--- src/rtl/led_blink_ctrl.sv ---
// rtl/led_blink_ctrl.sv - Avalon-controlled LED blink/mask conditioner
//
// Sits between the green-LED PIO and the board pins. Bits selected by MASK
// blink with a programmable half period (in prescaler ticks). Unmasked bits
// pass through with one register of delay.
//
// Ports:
//   clk         single clock, rising edge
//   reset_n     synchronous active-low reset
//   address     register select (0 MASK, 1 HALF_PERIOD, 2 CTRL, 3 STATUS)
//   chipselect  slave select
//   write_n     write strobe, active-low
//   writedata   write data
//   readdata    combinational read data for the selected register
//   data_in     LED word from the PIO
//   led_out     conditioned, registered LED drive
module led_blink_ctrl #(
    parameter int PRESCALE = 50000,
    parameter int WIDTH    = 9
) (
    input  logic             clk,
    input  logic             reset_n,
    input  logic [1:0]       address,
    input  logic             chipselect,
    input  logic             write_n,
    input  logic [31:0]      writedata,
    output logic [31:0]      readdata,
    input  logic [WIDTH-1:0] data_in,
    output logic [WIDTH-1:0] led_out
);

    localparam int PW = (PRESCALE > 2) ? $clog2(PRESCALE) : 1;
    localparam logic [PW-1:0] PRE_MAX = PW'(PRESCALE - 1);

    logic [WIDTH-1:0] mask_q,  mask_d;
    logic [15:0]      half_q,  half_d;
    logic             en_q,    en_d;
    logic [PW-1:0]    pre_q,   pre_d;
    logic [15:0]      cnt_q,   cnt_d;
    logic             phase_q, phase_d;
    logic [WIDTH-1:0] led_q,   led_d;

    logic wr_en, wr_mask, wr_half, wr_ctrl;
    logic restart, active, tick, wrap;

    assign wr_en   = chipselect & ~write_n;
    assign wr_mask = wr_en && (address == 2'd0);
    assign wr_half = wr_en && (address == 2'd1);
    assign wr_ctrl = wr_en && (address == 2'd2);

    // Any HALF_PERIOD write restarts the blink so a new period starts clean.
    assign restart = wr_half | (wr_ctrl & writedata[1]);
    assign active  = en_q && (half_q != 16'd0);
    assign tick    = active && (pre_q == PRE_MAX);
    assign wrap    = tick && (cnt_q == (half_q - 16'd1));

    always_comb begin
        mask_d  = mask_q;
        half_d  = half_q;
        en_d    = en_q;
        pre_d   = pre_q;
        cnt_d   = cnt_q;
        phase_d = phase_q;

        if (wr_mask) mask_d = writedata[WIDTH-1:0];
        if (wr_half) half_d = writedata[15:0];
        if (wr_ctrl) en_d   = writedata[0];

        // Restart and idle both park the timebase; restart wins over a
        // tick or toggle landing on the same edge.
        if (restart || !active) begin
            pre_d   = '0;
            cnt_d   = '0;
            phase_d = 1'b1;
        end else begin
            pre_d = tick ? '0 : pre_q + PW'(1);
            if (wrap) begin
                cnt_d   = '0;
                phase_d = ~phase_q;
            end else if (tick) begin
                cnt_d = cnt_q + 16'd1;
            end
        end
    end

    // Masked bits are gated by PHASE; unmasked bits always pass.
    always_comb begin
        led_d = data_in & (~mask_q | {WIDTH{phase_q}});
    end

    always_ff @(posedge clk) begin
        if (!reset_n) begin
            mask_q  <= '0;
            half_q  <= '0;
            en_q    <= 1'b0;
            pre_q   <= '0;
            cnt_q   <= '0;
            phase_q <= 1'b1;
            led_q   <= '0;
        end else begin
            mask_q  <= mask_d;
            half_q  <= half_d;
            en_q    <= en_d;
            pre_q   <= pre_d;
            cnt_q   <= cnt_d;
            phase_q <= phase_d;
            led_q   <= led_d;
        end
    end

    assign led_out = led_q;

    // While reset is held, present the post-reset register image so a read
    // in the reset cycle already sees cleared values.
    always_comb begin
        readdata = 32'd0;
        if (!reset_n) begin
            if (address == 2'd3) readdata = 32'd1;
        end else begin
            case (address)
                2'd0:    readdata = 32'(mask_q);
                2'd1:    readdata = {16'd0, half_q};
                2'd2:    readdata = {31'd0, en_q};
                default: readdata = {cnt_q, 15'd0, phase_q};
            endcase
        end
    end

endmodule
--- config.mk ---
export PLATFORM = sky130hd
export DESIGN_NAME = led_blink_ctrl
export DESIGN_NICKNAME = d
export VERILOG_FILES = /design/src/rtl/led_blink_ctrl.sv
export SDC_FILE = /design/constraint.sdc
export NUM_CORES = 1
export LEC_CHECK = 0
export BUFFER_PORTS_ARGS = -buffer_cell sky130_fd_sc_hd__buf_2
export CAP_MARGIN = 20
export CORE_MARGIN = 5
export CORE_UTILIZATION = 50
export DETAILED_ROUTE_END_ITERATION = 10
export GPL_TIMING_DRIVEN = 0
export HOLD_SLACK_MARGIN = 0.12
export PLACE_DENSITY_LB_ADDON = 0.25
export SETUP_SLACK_MARGIN = 0.2
export SLEW_MARGIN = 20
export SYNTH_ARGS = -nofsm -noshare
export SYNTH_HDL_FRONTEND = slang
export SYNTH_SLANG_ARGS = --single-unit
--- constraint.sdc ---
create_clock -name clk -period 3.4 [get_ports clk]
set_input_delay 0.85 -clock clk [delete_from_list [all_inputs] [get_ports clk]]
set_output_delay 0.85 -clock clk [all_outputs]
set_load 0.01 [all_outputs]
==> results of run 1 <==
metrics by stage:
| stage | area (µm²) | setup WS (ns) | hold slack [ns] | utilization (%) | instances |
|---|---|---|---|---|---|
| after detailed placement | 4188 | 0.2051 | 0.4394 | 57.74 | 633 |
| after global routing | 4375 | 0.2011 | 0.4645 | 60.32 | 648 |
| after CTS | 4370 | 0.4376 | 0.4492 | 60.26 | 648 |
| after global placement | 4188 | 0.2052 | 0.4221 | 57.74 | 633 |
| final | 4375 | 0.4233 | 0.4433 | 60.32 | 648 |
| after floorplan | 3714 | 0.7399 | 0.4132 | - | 464 |
cell families after synthesis:
group	count (synthesis)	share of synthesized area, %
compound gates	59	11.05
mux	14	3.807
buf+inv	43	4.953
flops	68	36.66
xor+xnor	46	10.85
simple gates	231	31.67
fa+ha+maj	3	1.011
power by group through the flow:
stage               Clock, W  Sequential, W  Combinational, W
floorplan                  0       0.000836         0.0000914
CTS                 0.000647       0.000817          0.000147
detailed placement         0       0.000835          0.000146
global placement           0       0.000834          0.000142
global route        0.000685       0.000818          0.000163
finish              0.000631       0.000817          0.000148
state kept, by name, summed over array words and instances (netlist names):
| signal | count |
|---|---|
| mask_q | 9 |
| phase_q | 1 |
| half_q | 16 |
| cnt_q | 16 |
| pre_q | 16 |
| en_q | 1 |
| led_out | 9 |
cell type report:
class	instances	area, µm²
clock buffer	10	127.6
fill	681	2878
timing repair buffer	70	350.3
multi-input combinational	353	2173
inverter	12	45.04
sequential	68	1361
buffer	31	140.1
clock inverter	5	53.80
tap	99	123.9
timing repair:
action	4_1_cts	5_1_grt
gates resized for setup	1	0
setup endpoints to repair	1	5
hold buffers	0	0
pin swaps	0	1
hold endpoints to repair	0	0
worst max-delay path, delay by kind of cell:
| family | cells | cell delay (ns) |
|---|---|---|
| AND/OR/NAND/NOR | 1 | 0.05 |
| buffers and inverters | 4 | 0.95 |
| multiplexers | 1 | 0.27 |
placed cells by master (no fill, tap or decap), types with 2 or more instances in the layout:
cell type	instances
nand2_1	75
buf_2	73
dfxtp_1	68
nor2_1	38
nor3_1	31
xnor2_1	29
a21boi_0	26
clkbuf_1	25
and3_1	20
and2_1	17
xor2_1	17
a21oi_1	15
mux2i_1	13
nand3_1	13
inv_1	12
clkbuf_8	9
nand2b_1	5
o21ai_0	4
nor4_1	4
nand4_1	3
nor3b_1	3
ha_1	3
clkinv_2	3
nor2b_1	2
buf_6	2
nor4_2	2
nand3b_1	2
or4_1	2
or3_1	2
or2_2	2
a21o_1	2
nor4bb_1	2
and4_1	2
o2111ai_1	2
nor3_2	2
routing by layer:
layer	wire, µm	vias to the layer above
met2	4637	82
li1	-	1730
met4	137	0
met5	0	-
met1	4070	1626
met3	482	12
path summary, 6_finish.rpt:
check / startpoint / end / slack, ns
worst min-delay path: pre_q[0]$_SDFF_PP0_ / pre_q[0]$_SDFF_PP0_ / 0.44
worst max register to register: half_q[0]$_SDFFE_PN0P_ / cnt_q[15]$_SDFFE_PP0P_ / 0.47
worst max-delay path: address[0] / readdata[8] / 0.42
worst min register to register: pre_q[0]$_SDFF_PP0_ / pre_q[0]$_SDFF_PP0_ / 0.44
==> qor.yml, run 1 <==
clocking:
  cts_sinks: 68
  ctsLongestPathBuffers: 2
  insertion_delay_ns: 0.34
  cts_setup_buffers: 0
  clockRootBuffer: "clkbuf_8"
  cts_tree: "done"
  htree_levels: 3
  clk_pin_slew_ns: 0.06
  numCtsBuffers: 9
routing:
  wl_per_cell_um: 14.39
  finalWirelength_um: 9327
  drc_errors: 0
  dr_total_vias: 3450
  viasPerCell: 5.324
  ant_nets: 0
  first_pass_iters: 5
  first_iter_violations: 214
worst_setup_path:
  crit_top_cell: "buf_2"
  crit_chain: "buf_2 -> buf_2 -> clkbuf_1 -> mux2i_1 -> nor2_1 -> buf_2"
  max_stage_delay_ns: 0.39
  reg2reg_depth: 9
  crit_path_end_kind: "output pin"
  cp_slowest_cell: "clkbuf_1"
  worstPathMaxFanout: 10
  cp.required_ns: 2.55
  crit_arrival_ns: 2.13
  cp-start-kind: "primary input"
  critPathKind: "in -> out"
synth:
  synth_nets: 514
  synth_edf_count: 0
  async_flop_share_pct: 0
  synth_top_area_share_pct: 36.66
  synth.most_common_cell: "nand2_1"
  yosys_warnings: 0
  yosys.area.top_type: "dfxtp_1"
  ys.flop_type: "dfxtp_1"
  synthTopCellsByCount: "75 x nand2_1, 68 x dfxtp_1, 38 x nor2_1, 32 x nor3_1, 29 x xnor2_1"
  synth_cell_type_count: 51
  syn_inst: 464
  netlist_area_um2: 3714
  syn_avg_cell_area_um2: 8.003
  ys_seq_area_share_pct: 36.66
  synth-seq-cells: 68
  synth_area_leaders: "dfxtp_1 37%, nand2_1 7.6%, xnor2_1 6.8%"
sta:
  fmax_mhz: 335.9
  min_period_ns: 2.977
  relSlewSlack_pct: 35.87
  setup_viol: 0
  tightest_slew_ns: 0.9599
  fin_skew_ns: 0.007491
  tns_ns: 0
  rsz0062_at_grt: "no"
  drv_slew: 0
  finalCritPeriodShare_pct: 87.55
  hold_violations: 0
power_and_ir_drop:
  p_switching_w: 0.0003926
  p_leak_nw: 1.828
  p_comb_share_pct: 9.3
  power.total_w: 0.001595
  power_density_nw_per_um2: 364.6
  internal_power_w: 0.001203
  swShare_pct: 24.61
  power_frac_clock_pct: 39.5
  vdd_drop_max_mv: 0.2399
  seq_power_share_pct: 51.2
cells_and_area:
  syn2layout_area_growth_pct: 17.82
  fin_nets: 595
  diodes: 0
  drive_gt1_share_pct: 18.40
global_route:
  grt_pass1_vias: 3344
  track_usage_pct: 20.98
  grt.busiest_layer: "met2"
  grt_max_degree: 12
  use_met2_pct: 35.54
  antenna_found_initial: 0
  use_met3_pct: 5.082
  grt_overflow: 0
  grt_pass1_wl_um: 15360
  grtUsageMet1_pct: 26.20
floorplanning:
  die_area_um2: 9251
  die_w_um: 96.18
  rows: 31
  initial_core_util_pct: 51.20
  core-area_um2: 7253
  ios: 88
  die_h_um: 96.18
worst_hold_path:
  min-delay-path-class: "reg -> reg"
  worstHoldPathCells: 1
placed_design:
  hpwl_um: 7056
  io_buffers: 70
  gpl.final_weighted_congestion: 0.8961
flow_run:
  cap_violations: 0
status:
  outcome: "complete, no violations"
No activity file was read; power rests on OpenSTA's default activity.
==> inputs of run 2 (changes only) <==
--- a/config.mk
+++ b/config.mk
@@ -8,7 +8,7 @@
 export BUFFER_PORTS_ARGS = -buffer_cell sky130_fd_sc_hd__buf_2
 export CAP_MARGIN = 20
 export CORE_MARGIN = 5
-export CORE_UTILIZATION = 50
+export CORE_UTILIZATION = 54
 export DETAILED_ROUTE_END_ITERATION = 10
 export GPL_TIMING_DRIVEN = 0
 export HOLD_SLACK_MARGIN = 0.12
==> run 2 against run 1 <==
  * Power rose by 11%
  * Highest routed layer unchanged
  * Count of clock-buffer cells in the layout unchanged
  * Via count decreased by 1.7%
  * Sequential share of layout area shrank 0.21 points
  * First-iteration DRC count fell by 7.0%
  * Non-clock buffer count did not move
  * Register-to-register slack gained 0.03 ns
  * Critical path depth stayed put
  * Critical path type unchanged
  * Largest power group unchanged
  * Setup slack got worse by 0.0072 ns
  * Cell area up 0.69%
  * Maximum frequency down 0.24%
  * Critical endpoint unchanged
==> qor.yml, run 2 (synthesized netlist as in run 1, its figures left out) <==
status:
  outcome: "complete, no violations"
clocking:
  cts_setup_buffers: 0
  cts_sinks: 68
  htree_levels: 3
  clockRootBuffer: "clkbuf_8"
  ctsLongestPathBuffers: 2
  cts_tree: "done"
  clk_pin_slew_ns: 0.07
  ctsHoldBuffers: 0
  cts-resized-gates: 1
  numCtsBuffers: 9
  insertion_delay_ns: 0.34
power_and_ir_drop:
  vdd_drop_max_mv: 0.3143
  power_density_nw_per_um2: 400.5
  seq_power_share_pct: 46.3
  power_frac_clock_pct: 45.5
  swShare_pct: 22.99
  power.total_w: 0.001764
  internal_power_w: 0.001359
  p_leak_nw: 1.851
  p_comb_share_pct: 8.2
  p_switching_w: 0.0004057
placed_design:
  dp_slack_ns: 0.1852
  io_buffers: 70
  gpl.final_weighted_congestion: 0.8438
  dp_cells: 614
  hpwl_um: 6882
cells_and_area:
  final_common_cell: "nand2_1"
  layout.cells.non_filler: 630
  top_regs: "cnt_q (16), half_q (16), pre_q (16)"
  fin_util_pct: 65.20
  mostFrequentLayoutCells: "75 x nand2_1, 73 x buf_2, 68 x dfxtp_1, 38 x nor2_1, 32 x nor3_1"
  fin_nets: 595
  diodes: 0
  syn2layout_area_growth_pct: 18.63
  drive_gt1_share_pct: 18.36
routing:
  highest_layer: "met4"
  drc_errors: 0
  viasPerCell: 5.384
  met2WireLength_um: 4213
  wl_per_cell_um: 14.52
  first_pass_iters: 4
  ant_nets: 0
  wl_met3_um: 479
  first_iter_violations: 199
  met1_length_um: 4265
  finalWirelength_um: 9149
  dr_total_vias: 3392
worst_hold_path:
  min_from: "pre_q[0]$_SDFF_PP0_"
  min-delay-path-class: "reg -> reg"
worst_setup_path:
  startpoint: "address[0]"
  max_stage_delay_ns: 0.39
  critPathKind: "in -> out"
  cp.depth: 6
  crit_arrival_ns: 2.13
  crit_chain: "buf_2 -> buf_2 -> clkbuf_1 -> mux2i_1 -> nor2_1 -> buf_2"
  cp.required_ns: 2.55
  crit_top_cell: "buf_2"
  worstSetupEndpoint: "readdata[8]"
  rr_startpoint: "half_q[0]$_SDFFE_PN0P_"
  worstPathMaxFanout: 10
  timing.rr.end: "cnt_q[14]$_SDFFE_PP0P_"
  cp_slowest_cell: "clkbuf_1"
  reg2reg_depth: 9
  cp-start-kind: "primary input"
  rrSetupSlack_ns: 0.50
  crit_path_end_kind: "output pin"
  critPathBufInv: 4
  critical-path-top-delay-family: "buffers and inverters"
sta:
  tightest_slew_ns: 1.050
  fin_skew_ns: 0.007543
  worst_slack_ns: 0.4161
  rsz0062_at_grt: "no"
  tns_ns: 0
  drv_slew: 0
  relSlewSlack_pct: 29.46
  fmax_mhz: 335.1
  setup_viol: 0
  finalCritPeriodShare_pct: 87.76
  hold_violations: 0
  min_period_ns: 2.984
flow_run:
  cap_violations: 0
floorplanning:
  die_area_um2: 8635
  core-area_um2: 6756
  rows: 30
  ios: 88
  die_h_um: 92.93
  initial_core_util_pct: 54.96
  die_w_um: 92.93
global_route:
  grt_pass1_wl_um: 15040
  grt_max_degree: 13
  grt_overflow: 0
  antenna_found_initial: 0
  grt_pass1_vias: 3252
  track_usage_pct: 21.64
-- run 2: changes by cell type in the layout (fill, tap and decap cells not counted), sizes merged --
cell    delta
bufinv     +2
clkinv     -1
-- run 2: through the flow --
stage / area [µm²] / hold WS [ns]
3_3_place_gp: 4164 / 0.4237
5_1_grt: 4405 / 0.4876
2_1_floorplan: 3714 / 0.4132
6_report: 4405 / 0.4553
3_5_place_dp: 4164 / 0.4369
4_1_cts: 4405 / 0.4512
-- run 2: per-layer routing --
metal  vias to the layer above  track usage, %
met5                         -               0
met4                         0           10.26
met3                        20           4.630
met2                        91           34.43
met1                      1550           27.82
li1                       1731               -
-- run 2: worst register-to-register path: stages, from the launching register on --
cell and delay, ns:
dfxtp_1 0.46, inv_1 0.07, ha_1 0.20, clkbuf_1 0.20
nand4_1 0.28, o211ai_1 0.23, a2111o_1 0.48, nor4_4 0.54
buf_6 0.23, nor3_1 0.06
-- run 2: power by group through the flow --
stage                     clock network [W]  registers, W   logic, W
after floorplan                           0      0.000836  0.0000914
after global placement                    0      0.000835   0.000139
after detailed placement                  0      0.000835   0.000143
after CTS                          0.000811      0.000817   0.000145
after global routing               0.000847      0.000818   0.000159
final                              0.000803      0.000817   0.000145
-- run 2: worst min path at each step --
stage / to / slack, ns / cells past startpoint
2_1_floorplan: pre_q[0]$_SDFF_PP0_ / 0.41 / 1
3_3_place_gp: pre_q[0]$_SDFF_PP0_ / 0.42 / 1
3_5_place_dp: pre_q[0]$_SDFF_PP0_ / 0.44 / 1
4_1_cts: pre_q[0]$_SDFF_PP0_ / 0.45 / 1
5_1_grt: led_out[5]$_SDFF_PN0_ / 0.49 / 1
6_report: pre_q[0]$_SDFF_PP0_ / 0.46 / 1
-- run 2: final cells by class --
| class | instances | area [µm²] |
|---|---|---|
| multi-input cells | 353 | 2168 |
| plain buffers | 31 | 140.1 |
| flip-flops and latches | 68 | 1361 |
| clock buffers | 10 | 127.6 |
| inverters | 12 | 45.04 |
| well taps | 80 | 100.1 |
| clock inverters | 6 | 112.6 |
| repair buffers | 70 | 350.3 |
| fillers | 606 | 2351 |
